--- src/rtl/mem2d_stream_reader.sv ---
// rtl/mem2d_stream_reader.sv - ROWSxCOLS register array, random-access write, row-major valid/ready scan (optional MEM2D_OOR_ERR_EN)
module mem2d_stream_reader #(
    parameter int W    = 8,
    parameter int ROWS = 2,
    parameter int COLS = 4,
    parameter int AW   = 4
) (
    input  logic          clk,
    input  logic          nreset,
    input  logic          wr_en,
    input  logic [AW-1:0] wr_row,
    input  logic [AW-1:0] wr_col,
    input  logic [W-1:0]  wr_data,
    input  logic          start,
    output logic          busy,
    output logic          done,
    output logic          out_valid,
    input  logic          out_ready,
    output logic [W-1:0]  out_data,
    output logic [AW-1:0] out_row,
`ifdef MEM2D_OOR_ERR_EN
    output logic          oor_err,
`endif
    output logic [AW-1:0] out_col
);

    typedef enum logic [1:0] {IDLE, STREAM, DONE} state_t;

    localparam logic [AW-1:0] LAST_ROW = AW'(ROWS - 1);
    localparam logic [AW-1:0] LAST_COL = AW'(COLS - 1);

    state_t state, state_nxt;
    logic [W-1:0] mem [ROWS][COLS];
    logic in_range, wr_ok, start_ok, xfer, last_xfer;

    assign in_range  = (wr_row < AW'(ROWS)) && (wr_col < AW'(COLS));
    assign wr_ok     = (state == IDLE) && wr_en && in_range;
    assign start_ok  = (state == IDLE) && start;
    assign xfer      = (state == STREAM) && out_ready;
    assign last_xfer = xfer && (out_row == LAST_ROW) && (out_col == LAST_COL);

    always_ff @(posedge clk or negedge nreset) begin
        if (!nreset) begin
            state <= IDLE;
        end else begin
            state <= state_nxt;
        end
    end

    always_comb begin
        state_nxt = state;
        case (state)
            IDLE:    if (start) state_nxt = STREAM;
            STREAM:  if (last_xfer) state_nxt = DONE;
            DONE:    state_nxt = IDLE;
            default: state_nxt = IDLE;
        endcase
    end

    always_comb begin
        busy      = (state == STREAM);
        out_valid = (state == STREAM);
        done      = (state == DONE);
    end

    // Writes are only honoured in IDLE so the presented entry cannot change under backpressure.
    always_ff @(posedge clk or negedge nreset) begin
        if (!nreset) begin
            for (int r = 0; r < ROWS; r++)
                for (int c = 0; c < COLS; c++)
                    mem[r][c] <= '0;
        end else if (wr_ok) begin
            for (int r = 0; r < ROWS; r++)
                for (int c = 0; c < COLS; c++)
                    if (wr_row == AW'(r) && wr_col == AW'(c))
                        mem[r][c] <= wr_data;
        end
    end

    always_ff @(posedge clk or negedge nreset) begin
        if (!nreset) begin
            out_row <= '0;
            out_col <= '0;
        end else if (start_ok) begin
            out_row <= '0;
            out_col <= '0;
        end else if (xfer) begin
            if (out_col == LAST_COL) begin
                out_col <= '0;
                out_row <= (out_row == LAST_ROW) ? '0 : out_row + 1'b1;
            end else begin
                out_col <= out_col + 1'b1;
            end
        end
    end

    always_comb begin
        out_data = '0;
        for (int r = 0; r < ROWS; r++)
            for (int c = 0; c < COLS; c++)
                if (out_row == AW'(r) && out_col == AW'(c))
                    out_data = mem[r][c];
    end

`ifdef MEM2D_OOR_ERR_EN
    // A fresh out-of-range write wins over the clear from an accepted start.
    always_ff @(posedge clk or negedge nreset) begin
        if (!nreset) begin
            oor_err <= 1'b0;
        end else if ((state == IDLE) && wr_en && !in_range) begin
            oor_err <= 1'b1;
        end else if (start_ok) begin
            oor_err <= 1'b0;
        end
    end
`endif

endmodule

--- config.mk ---
export PLATFORM = sky130hd
export DESIGN_NAME = mem2d_stream_reader
export DESIGN_NICKNAME = d
export VERILOG_FILES = /design/src/rtl/mem2d_stream_reader.sv
export SDC_FILE = /design/constraint.sdc
export NUM_CORES = 1
export LEC_CHECK = 0
export CELL_PAD_IN_SITES_DETAIL_PLACEMENT = 0
export CELL_PAD_IN_SITES_GLOBAL_PLACEMENT = 1
export CORE_UTILIZATION = 40
export DETAILED_ROUTE_END_ITERATION = 8
export MAX_ROUTING_LAYER = met4
export PLACE_DENSITY_LB_ADDON = 0.25
export SLEW_MARGIN = 0
export SYNTH_ARGS = -nofsm -noshare
export SYNTH_HDL_FRONTEND = slang
export SYNTH_SLANG_ARGS = --single-unit
--- constraint.sdc ---
create_clock -name clk -period 6.86 [get_ports clk]
set_input_delay 1.029 -clock clk [delete_from_list [all_inputs] [get_ports clk]]
set_output_delay 1.029 -clock clk [all_outputs]
set_load 0.02 [all_outputs]
## Word-level counts from Yosys, hierarchy flattened

Index checks and enable logic that the tools add are counted.
W data, S select, Z words.

| operators by class | value |
|---|---|
| multiplexer cells | 18 |
| $add $sub $neg | 2 |
| reductions and logical operators | 40 |
| equality and inequality tests | 12 |
| magnitude comparators | 2 |

Operators by type and width:

| cell | number |
|---|---|
| $mux W8 | 8 |
| $mux W4 | 7 |
| $logic_and A1 B1 Y1 | 23 |
| $reduce_and A2 Y1 | 10 |
| $eq A4 B1 Y1 const B | 4 |
| $eq A4 B2 Y1 const B | 4 |
| $logic_not A4 Y1 | 4 |
| $add A4 B1 Y4 const B | 2 |
| $lt A4 B2 Y1 const B | 1 |
| $lt A4 B3 Y1 const B | 1 |
| $mux W2 | 2 |
| $pmux W2 S2 | 1 |
| $reduce_bool A2 Y1 | 2 |
| $eq A2 B1 Y1 const B | 1 |
| $eq A2 B2 Y1 const B | 1 |
| $logic_not A2 Y1 | 1 |
| $ne A2 B1 Y1 const B | 1 |
| $ne A2 B2 Y1 const B | 1 |

| word-level totals | value |
|---|---|
| input bits | 21 |
| logic and storage cells | 85 |
| output and inout port bits | 19 |
| flip-flop bits (word level) | 74 |

## Depth between registers and ports, before layout

Gate-level depths: netlist of run 1.

| depth | value |
|---|---|
| word-level depth | 10 |
| gate-level depth with buffers | 9 |

## Worst setup path before layout of run 1

OpenSTA, ideal clock, no wires.

| path | value |
|---|---|
| kind | flip-flop to output port |
| start point | reg out_row[0] |
| end point | out out_data[1] |
| stages on the path, launching flop included | 9 |
| data required time | 5.831 ns |
| data arrival time | 2.389 ns |
| buffers on the path | 1 |
| slack | 3.442 ns |
| cells stage by stage | dfrtp_1 -> inv_1 -> ha_1 -> or4b_1 -> or3_1 -> buf_6 -> a21o_1 -> o22ai_1 -> a2bb2oi_1 |

| between the ends | value |
|---|---|
| word-level cells in the longest chain between the ends | 10 |
| elaborated cells between the ends (all ways) | 18 |
| classes of those cells | eq/ne: 1; mux: 8; reduce/logical: 9 |

Ends and longest elaborated chain:

| item | line | RTL |
|---|---|---|
| start, declared | 20 | `output logic [AW-1:0] out_row,` |
| start signal, assigned | 90 | `out_row <= (out_row == LAST_ROW) ? '0 : out_row + 1'b1;` |
| $logic_not A4 Y1 | 101 | `if (out_row == AW'(r) && out_col == AW'(c))` |
| $logic_and A1 B1 Y1 | 101 |  |
| $mux W8 (7 in series) | 101 |  |
| $mux W8 (*) | 101 |  |
| end, declared | 19 | `output logic [W-1:0] out_data,` |

Every way passes the cells marked *; elsewhere a longest branch is shown, timed or not.

## Worst setup path in the final report of run 1

| path | value |
|---|---|
| start point | reg out_col[0] |
| end point | out out_data[6] |

| between the ends | value |
|---|---|
| word-level cells in the longest chain between the ends | 10 |
| elaborated cells between the ends (all ways) | 20 |
| classes of those cells | eq/ne: 3; mux: 8; reduce/logical: 9 |

Ends and longest elaborated chain:

| item | line | RTL |
|---|---|---|
| start, declared | 24 | `output logic [AW-1:0] out_col` |
| start signal, assigned | 92 | `out_col <= out_col + 1'b1;` |
| $logic_not A4 Y1 | 101 |  |
| $logic_and A1 B1 Y1 | 101 |  |
| $mux W8 (7 in series) | 101 |  |
| $mux W8 (*) | 101 |  |

Marked as above.

==> flow_summary.json, run 1 <==
{
  "status": "complete, but fails checks",
  "violations": "DRC",
  "cp_max_fo": 17,
  "finClkSkew_ns": 0.008544,
  "gp_congestion": 0.7488,
  "die_h_um": 98.53,
  "min_path_type": "flip-flop to flip-flop",
  "worst_pin_slew_ns": 1.070,
  "grtUsageTotal_pct": 21.60,
  "htreeDepth": 3,
  "ys_types": 45,
  "vdd_drop_max_uv": 115.0,
  "wl_per_cell_um": 19.72,
  "timing.fmax_ghz": 0.2111,
  "post_cts_resized": 0,
  "ant_nets": 0,
  "postLayoutCoreUtil_pct": 49.96,
  "drtPass1Iterations": 8,
  "cts_tree": "done",
  "dieArea_um2": 9708,
  "use_met3_pct": 3.404,
  "p_leak_nw": 2.062,
  "maxCapViolCount": 0,
  "cts_sinks": 74,
  "synth_commonest_cells": "dfrtp_1 (74), mux2_2 (63), nand2_1 (25)",
  "netlist_area_um2": 3727,
  "insertion_delay_ns": 0.35,
  "vias": 2685,
  "fp.coreArea_um2": 8891,
  "reg2reg_depth": 4,
  "wl_um": 9349,
  "yosysTopAreaCell": "dfrtp_1",
  "fp-row-count": 34,
  "synth.area.mux_share_pct": 19.60,
  "boundaryPins": 40,
  "grt_max_degree": 75,
  "area_delta_synth_final_pct": 19.17,
  "antenna_cells": 0,
  "fin_nets": 389,
  "period_share_pct": 69.05,
  "syn_area_per_cell_um2": 11.50,
  "synth_xor_area_share_pct": 0.2350,
  "post_cts_buffers": 0,
  "yosys.area_share.simple_pct": 13.23,
  "setup_tns_ns": 0,
  "grt_use_met2_pct": 32.07,
  "yosys_warnings": 0,
  "synth-adder-area-share_pct": 2.350,
  "start_util_pct": 41.92,
  "slew_headroom_pct": 28.29,
  "synth_compound_area_share_pct": 12.05,
  "drc_errors": 2,
  "finalCriticalPeriod_ns": 4.737,
  "cts-root-buf": "clkbuf_8",
  "fillers": 817,
  "drive_gt1_share_pct": 25.14,
  "die_w_um": 98.53,
  "crit_path_end_kind": "primary output",
  "grt_pass1_wl_um": 15020,
  "synth_seq_cells": 74,
  "cts_buffers": 9,
  "ys_async_sr_fraction_pct": 100.0,
  "setup_viol": 0,
  "synth_area_leaders": "dfrtp_1 (50%), mux2_2 (19%), nand2_1 (2.5%)",
  "cp_data_arrival_time_ns": 3.71,
  "hold_viol": 0,
  "drtIter0Drc": 172,
  "grt_remaining_overflow": 0,
  "seq_area_frac_synth_pct": 49.68,
  "antenna_found_initial": 0,
  "syn-num-nets": 352,
  "rsz0062_at_grt": "no",
  "critPathLaunchType": "flip-flop",
  "ctsHoldBuffers": 0,
  "grtUsageMet1_pct": 30.17,
  "yosysMostFrequentCell": "dfrtp_1",
  "synth_top_family_by_area": "multiplexers",
  "cts_max_path_buffers": 2,
  "synth_edf_count": 0,
  "path_class": "flip-flop to primary output",
  "p_per_area_nw_per_um2": 278.6,
  "place_hpwl_um": 6152,
  "synth-main-ff-cell": "dfrtp_1",
  "numPortBuffers": 39,
  "netlist_instances": 324,
  "slew_violations": 0,
  "synth_top_area_share_pct": 49.68,
  "vias_per_cell": 5.665,
  "holdPathStages": 1,
  "cp.required_ns": 5.83,
  "first_global_vias": 2646,
  "grt_busiest_layer": "met2",
  "clkTransAtPathRegs_ns": 0.08
}
## final cells by class
cell class	count	area (um2)	share of cell area [%]
flip-flops and latches	74	1852	41.69
inverters	8	30.03	0.6761
well taps	108	135.1	3.042
repair buffers	43	415.4	9.352
multi-input cells	225	1769	39.83
clock inverters	6	112.6	2.535
clock buffers	10	127.6	2.873
## power breakdown
group          switching [W]  total [W]  internal (W)
sequential         0.0000267   0.000483      0.000456
clock               0.000167   0.000410      0.000243
combinational       0.000213   0.000344      0.000131
total               0.000407    0.00124      0.000830
## metrics by stage
| step | hold slack [ns] | cell area (um2) | total power [W] | worst slack (ns) | std cells |
|---|---|---|---|---|---|
| global route | 0.5202 | 4442 | 0.001305 | 1.938 | 474 |
| global placement | 0.4816 | 4202 | 0.0008340 | 2.586 | 458 |
| CTS | 0.5133 | 4442 | 0.001250 | 2.124 | 474 |
| finish | 0.5111 | 4442 | 0.001237 | 2.123 | 474 |
| detailed placement | 0.4937 | 4202 | 0.0008378 | 2.510 | 458 |
| floorplan | 0.4589 | 3727 | 0.0007020 | 3.442 | 324 |
## critical path, stage by stage, from the launching register on
cell and delay [ns]:
dfrtp_1 0.47, ha_1 0.64, inv_1 0.33, nor3_2 0.61, a32o_1 0.30, o221ai_1 0.13
a2bb2oi_1 0.23, clkdlybuf4s50_1 0.65
## layout by cell type (no fill, tap or decap), types with 2 or more instances in the layout
master,count
buf_4,4
nor3_1,4
nor3b_2,2
nor2b_1,8
a32oi_1,5
dfrtp_1,74
nand3_1,7
a221oi_1,7
a2bb2oi_1,3
o22ai_1,3
mux2_2,63
nor2_1,20
a21o_1,9
ha_1,7
nand2_1,25
nand2b_1,2
clkdlybuf4s50_1,38
and3_1,3
o21ai_0,10
nor3b_1,2
clkbuf_8,9
bufinv_16,3
o221ai_1,6
a211oi_1,4
inv_1,8
a21oi_1,9
or4b_1,2
nand3b_1,3
nor3_2,5
## path summary, 6_finish.rpt
check	startpoint	to	slack, ns
setup / recovery	out_col[0]	out_data[6]	2.12
hold / removal	mem[62]	mem[62]	0.51
setup reg to reg	state[0]	mem[46]	4.42
hold reg to reg	mem[62]	mem[62]	0.51
max in group asynchronous	nreset	mem[7]	5.36
min in group asynchronous	nreset	out_col[3]	0.88
## state kept, by name, summed over array words and instances (netlist names)
| register | cells |
|---|---|
| state | 2 |
| mem | 64 |
| out_row | 4 |
| out_col | 4 |
## cells by family (layout without fill, tap and decap cells)
kind of cell,count (synthesis),count (layout)
muxes,65,65
xor gates and xnor gates,1,1
buffers and inverters,25,67
AOI/OAI and AO/OA,62,62
DFF,74,74
adders and majority gates,7,7
and+or+nand+nor,90,90
## layer usage
layer / share of wire, % / up-vias / routed length [um]
met5: 0 / - / 0
met4: 1.1 / 0 / 106
met3: 4.5 / 8 / 425
met2: 47 / 54 / 4359
met1: 48 / 1360 / 4459
li1: - / 1263 / -
Power figures use the tool's default switching activity.
==> inputs of run 2 (changes only) <==
clock period = 4.85 ns   (was 6.86 ns; I/O delays follow)
==> run 2 against run 1 <==
- the run still ends with DRC left
- highest routed layer unchanged
- register-to-register slack got worse by 2.0 ns
- worst hold slack got worse by 0.020 ns
- total power rose by 35%
- sequential power rose by 42%
- count of clock-buffer cells in the layout rose by 2
==> flow_summary.json, run 2 (synthesis gave the netlist of run 1 again) <==
{
  "drive_gt1_share_pct": 25.54,
  "antenna_cells": 0,
  "holdWs_ns": 0.4914,
  "timing.fmax_ghz": 0.2417,
  "finalCriticalPeriod_ns": 4.138,
  "maxCapViolCount": 0,
  "boundaryPins": 40,
  "post_cts_resized": 0,
  "dpl_worst_slack_ns": 1.101,
  "holdPathStages": 1,
  "largest_registers": "mem (64), out_col (4), out_row (4)",
  "insertion_delay_ns": 0.35,
  "first_global_vias": 2713,
  "critPathLaunchType": "flip-flop",
  "path_class": "flip-flop to primary output",
  "grtUsageMet1_pct": 30.53,
  "status": "complete, but fails checks",
  "grt_max_degree": 41,
  "placed_cell_area_um2": 4217,
  "vdd_drop_max_uv": 153.4,
  "cts_tree": "done",
  "fp.coreArea_um2": 8891,
  "wl_per_cell_um": 19.99,
  "post_cts_buffers": 0,
  "finClkSkew_ns": 0.01144,
  "r2r_start": "state[0]",
  "cts_max_path_buffers": 2,
  "setup_tns_ns": 0,
  "die_w_um": 98.53,
  "place_hpwl_um": 6005,
  "grt_remaining_overflow": 0,
  "grt_busiest_layer": "met2",
  "period_share_pct": 85.31,
  "htreeDepth": 3,
  "rsz0062_at_grt": "no",
  "ctsHoldBuffers": 0,
  "grt_use_met2_pct": 31.96,
  "start_util_pct": 41.92,
  "rr_endpoint": "mem[46]",
  "dieArea_um2": 9708,
  "drtIter0Drc": 149,
  "violations": "DRC",
  "crit_path_end_kind": "primary output",
  "area_delta_synth_final_pct": 18.63,
  "hold_viol": 0,
  "cts_buffers": 9,
  "cp.required_ns": 4.12,
  "use_met3_pct": 3.901,
  "hold_path_end": "mem[41]",
  "cts_sinks": 74,
  "slew_headroom_pct": 32.47,
  "clkTransAtPathRegs_ns": 0.08,
  "cp_data_arrival_time_ns": 3.41,
  "grt_pass1_wl_um": 15410,
  "wl_um": 9516,
  "mostFrequentLayoutCells": "dfrtp_1 (74), mux2_2 (63), clkdlybuf4s50_1 (38), nand2_1 (25), nor2_1 (20)",
  "cts-root-buf": "clkbuf_8",
  "fp-row-count": 34,
  "fin_nets": 391,
  "cp_max_fo": 9,
  "grtUsageTotal_pct": 21.74,
  "slew_violations": 0,
  "setup_viol": 0,
  "drc_errors": 3,
  "worst_pin_slew_ns": 1.009,
  "min_path_type": "flip-flop to flip-flop",
  "vias": 2730,
  "p_leak_nw": 2.050,
  "largest_reg_flops": 64,
  "p_per_area_nw_per_um2": 377.4,
  "die_h_um": 98.53,
  "numPortBuffers": 39,
  "finalWorstSetupSlack_ns": 0.7123,
  "drtPass1Iterations": 6,
  "hold_start": "mem[41]",
  "reg2reg_depth": 4,
  "vias_per_cell": 5.735,
  "gp_congestion": 0.7871,
  "antenna_found_initial": 0,
  "ff2ff_setup_slack_ns": 2.39,
  "ant_nets": 0,
  "largest_register": "mem",
  "stdcell_area_um2": 4422,
  "final_common_cell": "dfrtp_1"
}
## run 2: metal layers
| metal | vias up | wire length, um |
|---|---|---|
| li1 | 1269 | - |
| met1 | 1378 | 4492 |
| met2 | 70 | 4434 |
| met3 | 13 | 427 |
| met4 | 0 | 161 |
| met5 | - | 0 |
## run 2: how the worst max path moves through the flow
| stage | start | endpoint | slack [ns] | cells after the start |
|---|---|---|---|---|
| final | out_col[2] | out_data[7] | 0.71 | 6 |
| after global routing | out_col[2] | out_data[7] | 0.51 | 6 |
| after CTS | out_col[2] | out_data[4] | 0.71 | 6 |
| after detailed placement | out_col[2] | out_data[4] | 1.10 | 6 |
| after global placement | out_col[2] | out_data[4] | 1.10 | 6 |
| after floorplan | out_row[0] | out_data[1] | 1.73 | 8 |
## run 2: power by group
part           internal, W  leakage [nW]  switching [W]
Combinational     0.000185         0.936       0.000298
Clock             0.000265        0.0986       0.000237
Sequential        0.000646          1.02      0.0000381
Total              0.00110          2.05       0.000573
## run 2: per-stage QoR
step                cells  util [%]  power (W)
floorplan             324         -  0.0009929
global route          476     49.73   0.001756
CTS                   476     49.73   0.001677
global placement      460     47.42   0.001176
detailed placement    460     47.42   0.001179
finish                476     49.73   0.001669
## run 2: cell type report
cell class / count / area, um2
repair buffers: 45 / 430.4
well taps: 108 / 135.1
flip-flops and latches: 74 / 1852
multi-input cells: 225 / 1769
fillers: 822 / 4469
clock inverters: 4 / 50.05
clock buffers: 12 / 155.1
inverters: 8 / 30.03
## run 2: worst max-delay path, stage by stage (launching register included)
cell and delay, ns:
dfrtp_1 0.49, nor4_2 0.84, and2_1 0.22, buf_4 0.19
o21ai_0 0.33, a32oi_1 0.35, clkdlybuf4s50_1 0.64
==> inputs of run 3 (changes only) <==
CELL_PAD_IN_SITES_DETAIL_PLACEMENT = unset   (was 0)
CELL_PAD_IN_SITES_GLOBAL_PLACEMENT = unset   (was 1)
==> run 3 against run 2 <==
- the flow now finishes without violations
- die area did not move
- non-clock buffer count did not move
- clock power fell by 14%
- routed wire length fell by 4.3%
- first-iteration DRC count fell by 2.7%
- global-route usage fell by 1.0 points
- clock skew fell by 0.0045 ns
- critical endpoint is now out_data[6]
==> flow_summary.json, run 3 (synthesis gave the netlist of run 1 again) <==
{
  "grt_max_degree": 44,
  "grt_pass1_wl_um": 14710,
  "hold_start": "mem[15]",
  "r2r_start": "state[0]",
  "ant_nets": 0,
  "vias": 2713,
  "grtUsageTotal_pct": 20.72,
  "first_global_vias": 2690,
  "slew_violations": 0,
  "cp.required_ns": 4.12,
  "place_hpwl_um": 6222,
  "die_w_um": 98.53,
  "multi_input_area_um2": 1769,
  "ctsHoldBuffers": 0,
  "cts_buffers": 9,
  "timing.fmax_ghz": 0.2401,
  "crit_path_end_kind": "primary output",
  "path_class": "flip-flop to primary output",
  "largest_registers": "mem (64), out_col (4), out_row (4)",
  "drtIter0Drc": 145,
  "fin_nets": 391,
  "rsz0062_at_grt": "no",
  "drtPass1Iterations": 6,
  "min_path_type": "flip-flop to flip-flop",
  "antenna_cells": 0,
  "grt_use_met2_pct": 31.20,
  "fp.coreArea_um2": 8891,
  "drc_errors": 0,
  "setup_tns_ns": 0,
  "power.total_w": 0.001592,
  "cts_sinks": 74,
  "placed_cell_area_um2": 4217,
  "setup_viol": 0,
  "htreeDepth": 3,
  "die_h_um": 98.53,
  "p_per_area_nw_per_um2": 362.8,
  "largest_reg_flops": 64,
  "post_cts_buffers": 0,
  "start_util_pct": 41.92,
  "wl_per_cell_um": 19.17,
  "slew_headroom_pct": 36.45,
  "ff_latch_area_um2": 1852,
  "gp_congestion": 0.7674,
  "numPortBuffers": 39,
  "status": "completed",
  "cp-startpoint": "out_row[0]",
  "drive_gt1_share_pct": 25.07,
  "vias_per_cell": 5.712,
  "final_common_cell": "dfrtp_1",
  "wl_um": 9105,
  "vdd_drop_max_uv": 173.0,
  "fp-row-count": 34,
  "finalCriticalPeriod_ns": 4.166,
  "finClkSkew_ns": 0.006931,
  "post_cts_resized": 0,
  "dpl_worst_slack_ns": 1.117,
  "boundaryPins": 40,
  "critPathLaunchType": "flip-flop",
  "worst_pin_slew_ns": 0.9532,
  "cts_tree": "done",
  "dieArea_um2": 9708,
  "p_leak_nw": 2.037,
  "fillers": 820,
  "grtUsageMet1_pct": 28.55,
  "area_delta_synth_final_pct": 17.72,
  "maxCapViolCount": 0,
  "grt_busiest_layer": "met2",
  "insertion_delay_ns": 0.35,
  "stdcell_area_um2": 4388,
  "period_share_pct": 85.89,
  "ff2ff_setup_slack_ns": 2.27,
  "cp_max_fo": 8,
  "grt_remaining_overflow": 0,
  "hold_viol": 0,
  "clkTransAtPathRegs_ns": 0.08,
  "finalWorstSetupSlack_ns": 0.6843,
  "mostFrequentLayoutCells": "dfrtp_1 (74), mux2_2 (63), clkdlybuf4s50_1 (38), nand2_1 (25), nor2_1 (20)",
  "largest_register": "mem",
  "cts-root-buf": "clkbuf_8",
  "antenna_found_initial": 0,
  "use_met3_pct": 4.468,
  "holdWs_ns": 0.4999,
  "cp_data_arrival_time_ns": 3.44,
  "cts_max_path_buffers": 2
}
## run 3: changes by cell type in the layout (fill, tap and decap cells not counted)
cell / change
bufinv_16: -1
clkbuf_1: +1
clkinvlp_4: -1
## run 3: final timing paths
check | endpoint | depth (start not counted)
max in group asynchronous | mem[56] | 2
min in group asynchronous | out_row[1] | 1
min reg2reg | mem[15] | 1
max | out_data[6] | 8
min | mem[15] | 1
max reg2reg | mem[44] | 4
## run 3: critical path: stages (launching register included)
cell and delay (ns):
dfrtp_1 0.45, inv_1 0.09, ha_1 0.16, or4b_1 0.48, nor3_2 0.63, a32o_1 0.31
o221ai_1 0.14, a2bb2oi_1 0.21, clkdlybuf4s50_1 0.63
## run 3: final cells by class
cell class	instances	area share [%]
Clock inverter	2	0.2851
Sequential cell	74	42.20
Multi-Input combinational cell	225	40.32
Tap cell	108	3.080
Clock buffer	13	3.621
Timing Repair Buffer	45	9.809
Inverter	8	0.6843
## run 3: routing by layer
metal / vias up / share of wire (%) / wire length [um]
li1: 1265 / - / -
met1: 1374 / 48 / 4360
met2: 65 / 46 / 4204
met3: 9 / 4.8 / 436
met4: 0 / 1.1 / 104
met5: - / 0 / 0
## run 3: per-stage QoR
stage | util, % | cells
global placement | 47.42 | 460
finish | 49.35 | 475
detailed placement | 47.42 | 460
CTS | 49.35 | 475
global route | 49.35 | 475
floorplan | - | 324
## run 3: power by group
part	internal, W	switching [W]	leakage, nW
Clock	0.000211	0.000219	0.0855
Combinational	0.000188	0.000291	0.936
Sequential	0.000646	0.0000377	1.02
==> variant 1 (flow settings as in run 2) <==
Change the parameter `ROWS` from 2 to 1.
--- a/src/rtl/mem2d_stream_reader.sv
+++ b/src/rtl/mem2d_stream_reader.sv
@@ -1,7 +1,7 @@
 // rtl/mem2d_stream_reader.sv - ROWSxCOLS register array, random-access write, row-major valid/ready scan (optional MEM2D_OOR_ERR_EN)
 module mem2d_stream_reader #(
     parameter int W    = 8,
-    parameter int ROWS = 2,
+    parameter int ROWS = 1,
     parameter int COLS = 4,
     parameter int AW   = 4
 ) (
Formal check against the unedited RTL: not equivalent (a bounded check fails within 10 cycles, from zero or initial values and one cycle with nreset low).
==> variant 1 against run 2 <==
  * Synthesized cell count decreased by 43%
  * Final cell count decreased by 38%
  * Synthesized area decreased by 40%
  * Power decreased by 40%
  * Clock power decreased by 55%
  * Sequential cell count decreased by 32
  * Routed wire length decreased by 47%
  * Setup slack improved by 0.57 ns
  * Final area decreased by 38%
  * Sequential power decreased by 43%
  * Global-route usage decreased by 3.1 points
  * Maximum frequency increased by 16%
  * Clock skew decreased by 0.0023 ns
  * Critical path type unchanged
==> variant 1: results (changes against run 2) <==
[logic_synthesis]
synth_flop_cell = dfrtp_1
syn_nets = 212  ; -40%
synth_area_leaders = dfrtp_1 47%, mux2_4 11%, mux2_2 8.0%
synth-xor-area-share_pct = 0  ; -0.23 points
async_flop_share_pct = 100  ; unchanged
synth_compound_area_share_pct = 10.9  ; -1.2 points
ys_warn_count = 0  ; unchanged
yosysUniqueCellTypes = 32  ; -29%
synth_mux_area_share_pct = 19.2  ; -0.38 points
synthAdderAreaFrac_pct = 3.35  ; +1.0 points
ys_seq_area_share_pct = 47.0  ; -2.7 points
netlist_top_cells_count = 42 x dfrtp_1, 16 x mux2_2, 16 x mux2_4

[detailed_routing]
wirelength_um = 5010  ; -47%
drt-pass1-iter-count = 4  ; -2
drtIter0Drc = 103  ; -31%
num_vias = 1593  ; -42%

[clock_tree]
clk_pin_slew_worst_paths_ns = 0.08  ; about the same
htree_num_levels = 2  ; -1
cts_buffers = 5  ; -4
cts_resized = 0  ; unchanged
cts_max_path_buffers = 2  ; unchanged
worstSkewPairLatency_ns = 0.30  ; -0.05 ns
cts_setup_buffers = 0  ; unchanged
cts_root_buf = clkbuf_8

[final_layout]
drive_gt1_share_pct = 21.9  ; -3.7 points
fin_nets = 250  ; -36%
fillers = 451  ; -45%
reg_top3 = mem: 32 flops, out_col: 4 flops, out_row: 4 flops
diodes = 0  ; unchanged

[run_status]
outcome = completed

[grt]
grt.total_usage_pct = 18.7  ; -3.1 points
grtUsageMet2_pct = 28.4  ; -3.6 points
grt_pass1_wl_um = 8360  ; -46%
met1_usage_pct = 25.1  ; -5.4 points
antenna_found_initial = 0  ; unchanged
grt_max_degree = 43  ; +4.9%
met3_usage_pct = 4.29  ; +0.39 points

[setup_path]
rr_worst_depth = 4  ; unchanged
arrival_ns = 2.84  ; -0.57 ns
slowest_delay_ns = 0.66  ; -0.18 ns
slowest_stage = clkdlybuf4s50_1
path_max_fanout = 8  ; -1

[hold_path]
whs_path_depth = 1  ; unchanged
worst_hold_path_type = reg -> reg

[timing]
fin_skew_ns = 0.00912  ; -0.00232 ns
slew_headroom_pct = 28.4  ; -4.1 points

[placement]
place_congestion = 0.780  ; -0.90%
place_area_um2 = 2660  ; -37%
port_buffers = 39  ; unchanged
dpl.hpwl_um = 3410  ; -43%

[power_and_ir_drop]
power.switching_uw = 363  ; -37%
ir_drop_uv = 158  ; +3.3%
p_leak_nw = 1.33  ; -35%

## variant 1: final cells by class
type	instances	area, um2	area share [%]
multi-input cells	128	1110	40.4
flip-flops and latches	42	1050	38.2
well taps	70	87.6	3.18
repair buffers	39	385	14.0
clock inverters	3	21.3	0.773
inverters	7	26.3	0.955
clock buffers	5	68.8	2.50
## variant 1: critical path, delay by kind of cell, from the launching register on
| kind | cells | cell delay (ns) |
|---|---|---|
| AND/OR/NAND/NOR | 2 | 0.91 |
| buffers and inverters | 2 | 0.74 |
| flip-flops | 1 | 0.43 |
| AO/OA/AOI/OAI | 1 | 0.35 |
| adder cells (fa/ha/maj) | 1 | 0.13 |
## variant 1: logic make-up after synthesis
kind of cell / count (synthesis)
adder cells (fa/ha/maj): 6
buffers and inverters: 15
flip-flops: 42
AND/OR/NAND/NOR: 51
multiplexers: 33
AO/OA/AOI/OAI: 38
## variant 1: routing by layer
metal	part of all wire, %	wire length [um]
met5	0	0
met4	0.44	22
met3	2.9	146
met2	47	2370
met1	49	2480
## variant 1: metrics by stage
stage | setup WS, ns | hold WS [ns] | util [%] | instances | total power, mW
4_1_cts | 1.20 | 0.508 | 52.6 | 294 | 1.01
6_report | 1.28 | 0.506 | 52.6 | 294 | 1.00
3_5_place_dp | 1.58 | 0.489 | 50.8 | 286 | 0.787
2_1_floorplan | 2.26 | 0.432 | - | 185 | 0.628
5_1_grt | 1.05 | 0.514 | 52.6 | 294 | 1.06
3_3_place_gp | 1.74 | 0.481 | 50.8 | 286 | 0.782
## variant 1: final timing paths
check | start | endpoint | slack (ns)
setup reg to reg | out_col[1]$_DFFE_PN0P_ | out_row[3]$_DFFE_PN0P_ | 2.61
min in group asynchronous | nreset | mem[31]$_DFFE_PN0P_ | 0.57
max in group asynchronous | nreset | mem[28]$_DFFE_PN0P_ | 3.70
hold reg to reg | mem[24]$_DFFE_PN0P_ | mem[24]$_DFFE_PN0P_ | 0.51
setup / recovery | out_row[0]$_DFFE_PN0P_ | out_data[2] | 1.28
hold / removal | mem[24]$_DFFE_PN0P_ | mem[24]$_DFFE_PN0P_ | 0.51
## variant 1: power by group through the flow
stage	clock network [mW]	logic (mW)	registers [mW]
2_1_floorplan	0	0.225	0.403
3_3_place_gp	0	0.384	0.398
3_5_place_dp	0	0.387	0.400
4_1_cts	0.232	0.388	0.393
5_1_grt	0.246	0.418	0.397
6_report	0.225	0.385	0.393
==> variant 2 (flow settings as in run 2) <==
Made on the original files. The 3 states of `state_t` get a one-hot encoding in 3 bits.
--- a/src/rtl/mem2d_stream_reader.sv
+++ b/src/rtl/mem2d_stream_reader.sv
@@ -24,7 +24,7 @@
     output logic [AW-1:0] out_col
 );
 
-    typedef enum logic [1:0] {IDLE, STREAM, DONE} state_t;
+    typedef enum logic [2:0] {IDLE = 3'b001, STREAM = 3'b010, DONE = 3'b100} state_t;
 
     localparam logic [AW-1:0] LAST_ROW = AW'(ROWS - 1);
     localparam logic [AW-1:0] LAST_COL = AW'(COLS - 1);
Behaviour: no difference found for any inputs over 4 cycles, from zero or initial values and one cycle with nreset low; so few cycles prove little.
==> variant 2 against run 2 <==
  * Count of clock-buffer cells in the layout is the same
  * Synthesized cell count shrank 12%
  * Via count shrank 8.1%
  * Final area shrank 1.7%
  * Power grew 1.0%
  * First-iteration DRC count grew 23%
  * Sequential cell count grew 1
  * Register-to-register slack lost 0.17 ns
  * Synthesized area shrank 2.6%
  * Routed wire length shrank 6.6%
  * Setup slack gained 0.090 ns
==> variant 2: results (changes against run 2) <==
[run_status]
outcome = completed

[timing]
fin_skew_ns = 0.00463  ; -0.00681 ns
tightest_slew_ns = 0.990  ; -0.0185 ns
hold_slack_ns = 0.465  ; -0.0261 ns
period_needed_ns = 4.05  ; -0.0904 ns

[logic_synthesis]
syn_nets = 311  ; -12%
netlist_top_cells_count = 74 x dfrtp_1, 64 x mux2_2, 15 x nor2_1
synth_area_leaders = dfrtp_1 51%, mux2_2 20%, o22ai_1 2.4%
yosysUniqueCellTypes = 44  ; -2.2%
synth_cells = 286  ; -12%
ys_seq_area_share_pct = 51.7  ; +2.1 points

[placement]
dpl.hpwl_um = 5820  ; -3.1%
dp_slack_ns = 1.20  ; +0.0961 ns
dp_cells = 421  ; -8.5%
place_area_um2 = 4100  ; -2.7%
place_congestion = 0.786  ; -0.17%

[grt]
grt_pass1_vias = 2496  ; -8.0%
grt_pass1_wl_um = 14200  ; -8.1%
grt.total_usage_pct = 20.5  ; -1.2 points

[setup_path]
rr_worst_depth = 5  ; +1
slowest_stage = ha_1
arrival_ns = 3.32  ; -0.09 ns
rrSetupSlack_ns = 2.22  ; -0.17 ns
cp_top_family = buffers and inverters
path_max_fanout = 17  ; +8
rr_endpoint = state[2]$_DFFE_PN0P_
slowest_delay_ns = 0.65  ; -0.19 ns

[detailed_routing]
num_vias = 2509  ; -8.1%
drt-pass1-iter-count = 4  ; -2
drtIter0Drc = 183  ; +23%
drt-wirelength-per-cell_um = 20.3  ; +1.7%

[power_and_ir_drop]
p_leak_nw = 1.99  ; -2.7%
ir_drop_uv = 177  ; +15%

[final_layout]
fin_nets = 349  ; -11%
fillers = 803  ; -2.3%
finalNonFillerCells = 437  ; -8.2%
drive_gt1_share_pct = 28.0  ; +2.4 points

[hold_path]
worst_hold_path_type = in -> async

## variant 2: worst max-delay path by stage
stage | from | endpoint | cells past startpoint
4_1_cts | out_col[0]$_DFFE_PN0P_ | out_data[5] | 5
5_1_grt | out_col[0]$_DFFE_PN0P_ | out_data[5] | 6
2_1_floorplan | out_col[0]$_DFFE_PN0P_ | out_data[4] | 8
6_report | out_col[0]$_DFFE_PN0P_ | out_data[5] | 6
3_3_place_gp | out_col[0]$_DFFE_PN0P_ | out_data[5] | 5
3_5_place_dp | out_col[0]$_DFFE_PN0P_ | out_data[5] | 5
## variant 2: report_power, final
part | internal [mW] | switching (mW)
registers | 0.668 | 0.0317
clock network | 0.357 | 0.234
logic | 0.160 | 0.237
total | 1.18 | 0.502
## variant 2: area by class of cell
| cell class | count | area, um2 | area share, % |
|---|---|---|---|
| Sequential cell | 75 | 1880 | 43.2 |
| Clock inverter | 4 | 97.6 | 2.25 |
| Clock buffer | 12 | 145 | 3.34 |
| Multi-Input combinational cell | 194 | 1680 | 38.7 |
| Timing Repair Buffer | 40 | 393 | 9.04 |
| Inverter | 4 | 15.0 | 0.345 |
| Tap cell | 108 | 135 | 3.11 |
## variant 2: metal layers
layer / GRT usage (%) / wire [um]
met5: - / 0
met4: 6.11 / 93
met2: 31.1 / 4040
met3: 3.96 / 320
met1: 28.1 / 4430
## variant 2: cells by family after synthesis
family                     Yosys count  synth area share (%)
AOI/OAI and AO/OA                   56                  11.4
xor gates and xnor gates             3                 0.724
adders and majority gates            4                  1.38
buffers and inverters               17                  1.90
DFF                                 75                  51.7
muxes                               64                  19.9
and+or+nand+nor                     67                  13.0
